## config.mk

```make
export PLATFORM = sky130hd
export DESIGN_NAME = noc_router_param
export DESIGN_NICKNAME = d
export VERILOG_FILES = /design/src/rtl/noc_router_param.sv
export SDC_FILE = /design/constraint.sdc
export NUM_CORES = 1
export LEC_CHECK = 0
export CAP_MARGIN = 20
export CORE_UTILIZATION = 30
export DETAILED_ROUTE_END_ITERATION = 12
export DONT_BUFFER_PORTS = 1
export GPL_ROUTABILITY_DRIVEN = 1
export GPL_TIMING_DRIVEN = 1
export PLACE_DENSITY = 0.54
export SKIP_CTS_REPAIR_TIMING = 1
export SKIP_LAST_GASP = 1
export SYNTH_ARGS = -nofsm -noshare
export SYNTH_HDL_FRONTEND = slang
export SYNTH_SLANG_ARGS = --single-unit
```

## constraint.sdc

```tcl
create_clock -name clk -period 7.9 [get_ports clk]
set_clock_uncertainty 0.2 [all_clocks]
set_input_delay 0.79 -clock clk [delete_from_list [all_inputs] [get_ports clk]]
set_output_delay 0.79 -clock clk [all_outputs]
set_load 0.02 [all_outputs]
```

## src/rtl/noc_router_param.sv

```systemverilog
`default_nettype none
// ============================================================================
//  Module   : noc_router_param
//  Purpose  : Parametrised credit-flow-controlled NoC router. It has three
//             stages: an input register, per-input FIFOs with per-output
//             round-robin switch allocation, and a registered crossbar output.
//             Lookahead target (1-based) sits in flit[TGT_W-1:0].
//  Revision : 1.0  initial release
// ============================================================================
module noc_router_param #(
   parameter int NUM_PORTS  = 5,
   parameter int DATA_W     = 20,
   parameter int FIFO_DEPTH = 4,
   parameter int CREDITS    = 4,
   parameter int TGT_W      = 3
) (
   input  logic                        clk,
   input  logic                        rst,
   input  logic [NUM_PORTS*DATA_W-1:0] in_data,
   input  logic [NUM_PORTS-1:0]        in_valid,
   input  logic [NUM_PORTS-1:0]        in_credit,
   output logic [NUM_PORTS*DATA_W-1:0] out_data,
   output logic [NUM_PORTS-1:0]        out_valid,
   output logic [NUM_PORTS-1:0]        out_credit,
   output logic [NUM_PORTS-1:0]        ovf,
   output logic [NUM_PORTS-1:0]        bad_tgt
);

   localparam int               c_aw        = $clog2(FIFO_DEPTH);
   localparam int               c_pw        = $clog2(NUM_PORTS);
   localparam int               c_cw        = $clog2(CREDITS + 1);
   localparam logic [c_aw:0]    c_fifo_full = (c_aw + 1)'(FIFO_DEPTH);
   localparam logic [c_cw-1:0]  c_cred_max  = c_cw'(CREDITS);
   localparam logic [TGT_W-1:0] c_max_tgt   = TGT_W'(NUM_PORTS);
   localparam logic [c_pw-1:0]  c_last_port = c_pw'(NUM_PORTS - 1);

   logic [NUM_PORTS-1:0][DATA_W-1:0]    r_in_d;
   logic [NUM_PORTS-1:0]                r_in_v;
   logic [NUM_PORTS-1:0][DATA_W-1:0]    w_head;
   logic [NUM_PORTS-1:0]                w_empty;
   logic [NUM_PORTS-1:0]                w_full;
   logic [NUM_PORTS-1:0]                w_legal;
   logic [NUM_PORTS-1:0]                w_bad;
   logic [NUM_PORTS-1:0]                w_pop;
   logic [NUM_PORTS-1:0]                w_ovf_evt;
   // request / grant matrices are indexed [output][input]
   logic [NUM_PORTS-1:0][NUM_PORTS-1:0] w_req;
   logic [NUM_PORTS-1:0][NUM_PORTS-1:0] w_gnt;
   logic [NUM_PORTS-1:0]                w_gnt_v;
   logic [NUM_PORTS-1:0][c_pw-1:0]      w_gnt_idx;
   logic [NUM_PORTS-1:0][c_pw-1:0]      r_rr;
   logic [NUM_PORTS-1:0][c_cw-1:0]      r_cred;
   logic [NUM_PORTS-1:0][DATA_W-1:0]    r_out_d;
   logic [NUM_PORTS-1:0]                r_out_v;
   logic [NUM_PORTS-1:0]                r_out_cr;
   logic [NUM_PORTS-1:0]                r_ovf;
   logic [NUM_PORTS-1:0]                r_bad;

   // Stage 1: register incoming flits unconditionally
   always_ff @(posedge clk or negedge rst) begin
      if (!rst) begin
         r_in_d <= '0;
         r_in_v <= '0;
      end else begin
         r_in_d <= in_data;
         r_in_v <= in_valid;
      end
   end

   // Stage 2: one circular FIFO per input; a full FIFO still accepts a push
   // when its head is leaving in the same cycle
   for (genvar p = 0; p < NUM_PORTS; p++) begin : g_fifo
      logic [DATA_W-1:0] r_mem [FIFO_DEPTH];
      logic [c_aw-1:0]   r_wp;
      logic [c_aw-1:0]   r_rp;
      logic [c_aw:0]     r_cnt;
      logic              w_push;

      assign w_empty[p]   = (r_cnt == '0);
      assign w_full[p]    = (r_cnt == c_fifo_full);
      assign w_push       = r_in_v[p] && (!w_full[p] || w_pop[p]);
      assign w_ovf_evt[p] = r_in_v[p] && w_full[p] && !w_pop[p];
      assign w_head[p]    = r_mem[r_rp];

      // Flit storage; contents are qualified by the occupancy count
      always_ff @(posedge clk) begin
         if (w_push) begin
            r_mem[r_wp] <= r_in_d[p];
         end
      end

      // Read/write pointers and occupancy
      always_ff @(posedge clk or negedge rst) begin
         if (!rst) begin
            r_wp  <= '0;
            r_rp  <= '0;
            r_cnt <= '0;
         end else begin
            if (w_push)   r_wp <= r_wp + 1'b1;
            if (w_pop[p]) r_rp <= r_rp + 1'b1;
            case ({w_push, w_pop[p]})
               2'b10:   r_cnt <= r_cnt + 1'b1;
               2'b01:   r_cnt <= r_cnt - 1'b1;
               default: r_cnt <= r_cnt;
            endcase
         end
      end
   end

   // Head target decode: legal targets raise a request only when credit exists
   always_comb begin
      w_legal = '0;
      w_bad   = '0;
      w_req   = '0;
      for (int p = 0; p < NUM_PORTS; p++) begin
         w_legal[p] = (w_head[p][TGT_W-1:0] != '0) &&
                      (w_head[p][TGT_W-1:0] <= c_max_tgt);
         w_bad[p]   = !w_empty[p] && !w_legal[p];
         for (int o = 0; o < NUM_PORTS; o++) begin
            w_req[o][p] = !w_empty[p] && w_legal[p] &&
                          (w_head[p][TGT_W-1:0] == TGT_W'(o + 1)) &&
                          (r_cred[o] != '0);
         end
      end
   end

   // Per-output round-robin search from rr[o]; illegal heads pop without a grant
   always_comb begin
      int j;
      j         = 0;
      w_gnt     = '0;
      w_gnt_v   = '0;
      w_gnt_idx = '0;
      for (int o = 0; o < NUM_PORTS; o++) begin
         for (int k = 0; k < NUM_PORTS; k++) begin
            j = int'(r_rr[o]) + k;
            if (j >= NUM_PORTS) j = j - NUM_PORTS;
            if (!w_gnt_v[o] && w_req[o][j]) begin
               w_gnt_v[o]   = 1'b1;
               w_gnt[o][j]  = 1'b1;
               w_gnt_idx[o] = c_pw'(j);
            end
         end
      end
      w_pop = w_bad;
      for (int o = 0; o < NUM_PORTS; o++) begin
         w_pop = w_pop | w_gnt[o];
      end
   end

   // Stage 3 crossbar register, arbiter pointers, credit counters, sticky flags
   always_ff @(posedge clk or negedge rst) begin
      if (!rst) begin
         r_cred   <= {NUM_PORTS{c_cred_max}};
         r_rr     <= '0;
         r_out_d  <= '0;
         r_out_v  <= '0;
         r_out_cr <= '0;
         r_ovf    <= '0;
         r_bad    <= '0;
      end else begin
         r_out_v  <= w_gnt_v;
         r_out_cr <= w_pop;
         r_ovf    <= r_ovf | w_ovf_evt;
         r_bad    <= r_bad | w_bad;
         for (int o = 0; o < NUM_PORTS; o++) begin
            if (w_gnt_v[o]) begin
               r_out_d[o] <= w_head[w_gnt_idx[o]];
               r_rr[o]    <= (w_gnt_idx[o] == c_last_port) ? '0 : w_gnt_idx[o] + 1'b1;
            end
            // a grant and a returned credit in the same cycle cancel out
            case ({w_gnt_v[o], in_credit[o]})
               2'b10: r_cred[o] <= r_cred[o] - 1'b1;
               2'b01: if (r_cred[o] != c_cred_max) r_cred[o] <= r_cred[o] + 1'b1;
               default: r_cred[o] <= r_cred[o];
            endcase
         end
      end
   end

   assign out_data   = r_out_d;
   assign out_valid  = r_out_v;
   assign out_credit = r_out_cr;
   assign ovf        = r_ovf;
   assign bad_tgt    = r_bad;

endmodule
`default_nettype wire

```

==> results of run 1 <==
[worst paths after layout]
path	endpoint	slack, ps	cells after the start
setup / recovery	g_fifo[0].r_cnt[2]	1120	21
hold / removal	r_in_d[58]	30	1
setup reg to reg	g_fifo[0].r_cnt[2]	1120	21
hold reg to reg	g_fifo[3].r_mem[1][9]	290	0
max in group asynchronous	bad_tgt[4]	6050	1
min in group clk	r_cred[13]	160	3
[state kept, by name, indices dropped and copies added, names as in the netlist, 10 cells and up]
name	count
g_fifo.r_cnt	15
g_fifo.r_mem	400
g_fifo.r_rp	10
g_fifo.r_wp	10
out_data	100
r_cred	15
r_in_d	100
r_rr	15
[worst max-delay path, cell delays in order, from the launching register on]
cell       delay [ps]
dfrtp_1           550
inv_1             370
ha_1              340
inv_1              90
ha_1              280
a21oi_1           490
xnor2_1           300
nor3_1            110
a2111oi_0         830
nor3_1            160
a31o_1            270
nor4b_1           370
o211ai_1          160
or4_1             670
o31a_1            440
inv_1              90
ha_1              170
inv_1              60
fa_1              370
xor2_1            150
nor2_1            110
xor2_1            160
[Yosys cell counts, types with 46 or more instances]
cell / instances / area (sq um)
a211oi_1: 84 / 631
a21oi_1: 176 / 881
a22oi_1: 55 / 413
clkbuf_1: 124 / 465
dfrtp_1: 285 / 7130
edfxtp_1: 400 / 12000
ha_1: 97 / 1210
inv_1: 113 / 424
mux2i_1: 117 / 1170
mux4_2: 101 / 2270
nand2_1: 232 / 871
nand2b_1: 46 / 288
nand3_1: 71 / 355
nor2_1: 145 / 544
nor2b_1: 71 / 444
nor3_1: 94 / 470
o21ai_0: 141 / 706
o22ai_1: 81 / 507
[cell usage in the layout (no fill, tap or decap), drive strengths merged, types with 101 or more instances in the layout]
cell,n
edfxtp,400
dfrtp,285
nand2,232
a21oi,176
nor2,146
o21ai,143
inv,125
mux2i,117
dlygate4sd3,106
clkbuf,104
mux4,101
[layer usage]
| layer | vias up | GRT usage [%] |
|---|---|---|
| met4 | 8 | 7.61 |
| met5 | - | 0 |
| li1 | 12700 | - |
| met2 | 1252 | 34.0 |
| met3 | 268 | 6.66 |
| met1 | 14300 | 25.8 |
[stage by stage]
step / cell area [sq um] / std cells / util (%) / setup slack (ps)
6_report: 42900 / 5013 / 35.0 / 1120
5_1_grt: 42900 / 5013 / 35.0 / 620
4_1_cts: 41800 / 4905 / 34.1 / 1240
3_5_place_dp: 39300 / 4761 / 32.1 / 1260
3_3_place_gp: 39300 / 4761 / 32.1 / 1240
2_1_floorplan: 37300 / 3232 / - / 2160
[area by class of cell]
type	instances	area (sq um)
fillers	12100	79600
inverters	121	454
flip-flops and latches	690	19300
clock inverters	40	415
clock buffers	104	2120
well taps	1625	2030
repair buffers	191	1730
multi-input cells	2242	16900
[cells by family after synthesis]
kind of cell	count (synthesis)
flip-flops	690
multiplexers	233
buffers and inverters	300
AND/OR/NAND/NOR	937
adder cells (fa/ha/maj)	112
XOR/XNOR	63
AO/OA/AOI/OAI	897
==> results.txt, run 1 <==
----------------------------------------------------
[Run status]
  Result of the run ... finished with violations
  Violations in the final reports ... slew limit

[Flow run]
  Number of maximum-capacitance constraint violations ... 0

[Routing]
  Initial DRT Pass Iterations ... 8
  Detailed-route vias per instance ... 5.70
  Total met2 wirelength after detailed routing ... 63.4 mm
  Routed length on met3 ... 12.7 mm
  Highest Signal Layer ... met5
  Sum of routed wire length over all layers ... about 130 mm
  Met1 routed wirelength after detailed routing ... approximately 53 mm
  Number of design rule violations left after detail routing ... 0
  DRT iter0 DRCs ... roughly 3k
  Via total after detailed routing ... 28.6k
  Detail Route Antenna Nets ... 0
  Average wire per standard cell ... 26.9 um

[Critical path]
  Startpoint Class ... register
  Worst Setup Path Type ... reg2reg
  Worst setup path start ... r_rr[7]
  Worst r2r src ... r_rr[7]
  CP endpoint kind ... register
  Worst Path Arrival ... 7140 ps
  Crit-path max FO ... 11
  Data required time of the critical path ... about 8300 ps

[STA]
  Final slew viol count ... 279
  Post-route clock period utilization ... 85.8%
  Summed negative setup slack over all endpoints ... 0 ps
  Worst Tran Pin Value ... 1800 ps
  Unrepaired setup endpoints after global routing ... no
  Worst-case hold slack ... just under 30 ps
  Worst slew margin ... -19.9%
  Final hold violation count ... 0
  Final Critical Period ... between 6000 and 7000 ps
  Maximum operating frequency ... 148 MHz
  Setup violation total in the final timing report ... 0

[Clock network]
  Clock tree from TritonCTS ... built
  Insertion delay to the later sink of the worst-skew pair ... between 600 and 700 ps
  Clock root buffer master ... clkbuf_16
  H-tree depth ... 3
  Largest buffer count on any clock path ... 3
  Inserted Clock Buffers ... 77
  TritonCTS sink count ... 690
  Clk pin slew, worst setup/hold paths ... 60 ps

[GRT]
  Largest net degree at the start of global routing ... 291
  Total GRT Usage ... 20.8%
  Vias in the first global route ... 27.3k
  Wire length of the first global-routing pass ... 195 mm
  Number of antenna violations at the first check in global routing ... 7
  GR Overflow Total ... 0

[Yosys]
  Adder-cell area share of the yosys netlist ... about 4.1%
  Post-synth design cell area ... 0.0373 sq mm
  Count of mapped cells out of synthesis ... about 3.2k
  Net count after synthesis ... 3456
  Simple logic cell fraction of the synthesized area ... roughly an eighth
  Predominant post-synthesis flop cell ... edfxtp_1
  Post-synthesis sequential area ratio ... 51.7%
  Async set-reset flop share out of synthesis ... 42.0%
  Synthesized flop and latch total ... just under 700
  Total of warnings raised by yosys ... 0
  Count of cell types in the netlist ... 107
  Multiplexer share of the synthesized area ... 9.72%
  Mean post-synth cell area ... 11.5 sq um
  Number of enable-type register cells in the synthesized netlist ... 400
  Parity-gate share of the synthesized area counting xor and xnor cells ... approximately 1.5%
  Compound-gate portion of the synthesized area ... 16.7%
  Main combinational cell family by area after synthesis ... compound AO/OA/AOI/OAI gates

[Floorplanning]
  Die Span Y ... 354 um
  Initial Util ... a little under a third
  Row count ... 128
  Die Wd ... 354 um
  Standard cell core area ... 0.123 sq mm
  Die ar. ... 0.126 sq mm
  I/O pin cnt ... 232

[Placed design]
  Number of port buffers ... 0
  Weighted congestion reported at the end of routability-driven placement ... between 1 and 1.5
  HPWL Detailed ... 98.3 mm

[Finish]
  Area added between synthesis and finish ... 15.3%
  Fraction of final layout cells sized beyond drive strength 1 ... 11.8%
  Post-layout net count ... 3547
  Diode insertion count for antenna repair ... 0

[Worst hold path]
  Type of the most critical hold path ... in2async

----------------------------------------------------
Power of run 1 is not shown: default switching activity piles up to over one toggle a cycle in this logic, so the estimate is an artifact.
==> inputs of run 2 (changes only) <==
--- a/config.mk
+++ b/config.mk
@@ -6,6 +6,7 @@
 export NUM_CORES = 1
 export LEC_CHECK = 0
 export CAP_MARGIN = 20
+export CORE_ASPECT_RATIO = 2
 export CORE_UTILIZATION = 30
 export DETAILED_ROUTE_END_ITERATION = 12
 export DONT_BUFFER_PORTS = 1
==> run 2 against run 1 <==
  * The run now ends clean
  * Global-route usage is 3.9 points higher
  * Worst setup slack lost 310 ps
  * Register-to-register slack got worse by 310 ps
  * First-iteration DRC count decreased by 19%
  * Count of clock-buffer cells in the layout fell by 25
  * Utilization is 0.058 points higher
  * Hold slack better by 68 ps
  * Sequential share of layout area decreased by 0.24 points
  * Fmax decreased by 4.3%
  * Design area grew 0.53%
  * Sequential cell count unchanged
==> results.txt, run 2 (synthesized netlist as in run 1, its figures left out) <==
----------------------------------------------------
[Run status]
  Result of the run ... finished, final reports clean (was finished with violations)

[Routing]
  Detailed-route vias per instance ... 5.89 (was 5.70)
  Via total after detailed routing ... 29.4k (was 28.6k)
  Sum of routed wire length over all layers ... 157 mm (was 135 mm)
  Detail Route Antenna Nets ... 0 (unchanged)
  Number of design rule violations left after detail routing ... 0 (unchanged)
  DRT iter0 DRCs ... 2498 (was 3073)
  Initial DRT Pass Iterations ... 6 (was 8)
  Average wire per standard cell ... 31.4 um (was 26.9 um)

[STA]
  Final Critical Period ... 7080 ps (was 6780 ps)
  Worst Tran Pin Value ... 1230 ps (was 1800 ps)
  Maximum operating frequency ... 141 MHz (was 148 MHz)
  Summed negative setup slack over all endpoints ... 0 ps (unchanged)
  Unrepaired setup endpoints after global routing ... no (unchanged)
  Post-route worst setup slack ... 816 ps (was 1120 ps)
  Final hold violation count ... 0 (unchanged)
  Worst-case hold slack ... 97.5 ps (was 29.5 ps)
  Final slew viol count ... 0 (was 279)
  Setup violation total in the final timing report ... 0 (unchanged)
  Worst slew margin ... 16.1% (was -19.9%)
  Post-route clock period utilization ... 89.7% (was 85.8%)

[Placed design]
  Number of port buffers ... 0 (unchanged)
  Number of placed cells counting well taps ... 4761 (unchanged)
  HPWL Detailed ... 118 mm (was 98.3 mm)
  Weighted congestion reported at the end of routability-driven placement ... 1.08 (was 1.00)
  Worst setup slack after placement ... 1010 ps (was 1260 ps)

[Finish]
  Non-filler cells in the finished layout ... 4998 (was 5013)
  Register with the most flip-flops ... g_fifo.r_mem (unchanged)
  Post-layout net count ... 3601 (was 3547)
  Commonest cells after routing, fill and taps aside ... edfxtp_1 (400), dfrtp_1 (285), nand2_1 (232) (unchanged)
  Largest register FFs ... 400 (unchanged)
  Leading cell type in the layout, fill and taps excluded ... edfxtp_1 (unchanged)
  Fraction of final layout cells sized beyond drive strength 1 ... 13.4% (was 11.8%)
  Area added between synthesis and finish ... 15.9% (was 15.3%)

[Floorplanning]
  Row count ... 182 (was 128)
  I/O pin cnt ... 232 (unchanged)
  Standard cell core area ... 0.123 sq mm (about the same)
  Initial Util ... 30.3% (was 30.4%)
  Die Span Y ... 500 um (was 354 um)
  Die ar. ... 0.126 sq mm (about the same)
  Die Wd ... 251 um (was 354 um)

[Clock network]
  Insertion delay to the later sink of the worst-skew pair ... 700 ps (was 650 ps)
  Inserted Clock Buffers ... 67 (was 77)
  Clk pin slew, worst setup/hold paths ... 70 ps (was 60 ps)
  TritonCTS sink count ... 690 (unchanged)
  Clock tree from TritonCTS ... built (unchanged)
  Largest buffer count on any clock path ... 3 (unchanged)
  H-tree depth ... 3 (unchanged)
  Clock root buffer master ... clkbuf_16 (unchanged)

[GRT]
  Total GRT Usage ... 24.7% (was 20.8%)
  Vias in the first global route ... 28.9k (was 27.3k)
  Largest net degree at the start of global routing ... 291 (unchanged)
  GR Overflow Total ... 0 (unchanged)
  Number of antenna violations at the first check in global routing ... 6 (was 7)
  Wire length of the first global-routing pass ... 219 mm (was 195 mm)

[Critical path]
  Crit path capture ... g_fifo[2].r_cnt[2] (was g_fifo[0].r_cnt[2])
  R2r worst-path depth ... 24 (was 21)
  Crit-path max FO ... 11 (unchanged)
  Worst r2r src ... r_rr[7] (unchanged)
  Slack of the worst reg-to-reg path ... 820 ps (was 1120 ps)
  Worst Setup Path Type ... reg2reg (unchanged)
  Data required time of the critical path ... 8270 ps (was 8260 ps)
  FF-to-FF End ... g_fifo[2].r_cnt[2] (was g_fifo[0].r_cnt[2])
  Worst Path Arrival ... 7450 ps (was 7140 ps)
  Startpoint Class ... register (unchanged)
  Worst setup path start ... r_rr[7] (unchanged)
  CP endpoint kind ... register (unchanged)

[Worst hold path]
  Type of the most critical hold path ... in2reg (was in2async)

[Flow run]
  Number of maximum-capacitance constraint violations ... 0 (unchanged)

----------------------------------------------------
-- run 2: through the flow --
step,utilization (%),cell area [sq um]
2_1_floorplan,-,37300
3_3_place_gp,32.3,39700
3_5_place_dp,32.3,39700
4_1_cts,34.2,42000
5_1_grt,35.1,43200
6_report,35.1,43200
-- run 2: worst max-delay path, cell delays in order (launching register included) --
cell,delay (ps)
dfrtp_1,550
inv_1,360
ha_1,330
inv_1,90
ha_1,270
a21oi_1,480
o21ai_0,280
nor3b_1,210
a2111oi_0,970
or2_1,420
nand3_1,190
buf_4,250
o31ai_1,460
buf_4,190
a211oi_1,40
buf_4,200
nand4_1,270
o21a_1,340
inv_1,80
ha_1,210
inv_1,70
fa_1,170
xor2_1,150
nor2_1,60
xor2_1,130
-- run 2: worst min path at each step --
stage / start / endpoint / slack (ps) / cells past startpoint
floorplan: r_in_v[2] / ovf[2] / 250 / 1
global placement: r_in_d[51] / g_fifo[2].r_mem[2][11] / 270 / 0
detailed placement: r_in_d[89] / g_fifo[4].r_mem[0][9] / 280 / 0
CTS: rst / out_data[61] / -450 / 0
global route: in_credit[3] / r_cred[9] / 100 / 2
finish: in_credit[3] / r_cred[9] / 100 / 2
-- run 2: cell type report --
type	instances	area, sq um
clock buffers	79	1750
inverters	121	454
flip-flops and latches	690	19300
fillers	12100	79800
diodes	2	5.00
clock inverters	45	591
multi-input cells	2242	16900
well taps	1564	1960
repair buffers	255	2210
-- run 2: per-layer routing --
metal	share of wire [%]	global-route usage, %
met1	32	23.3
met3	6.8	6.25
met2	53	45.1
met5	0.0076	0
met4	9.0	19.3
Power of run 2 is left out for the same reason.
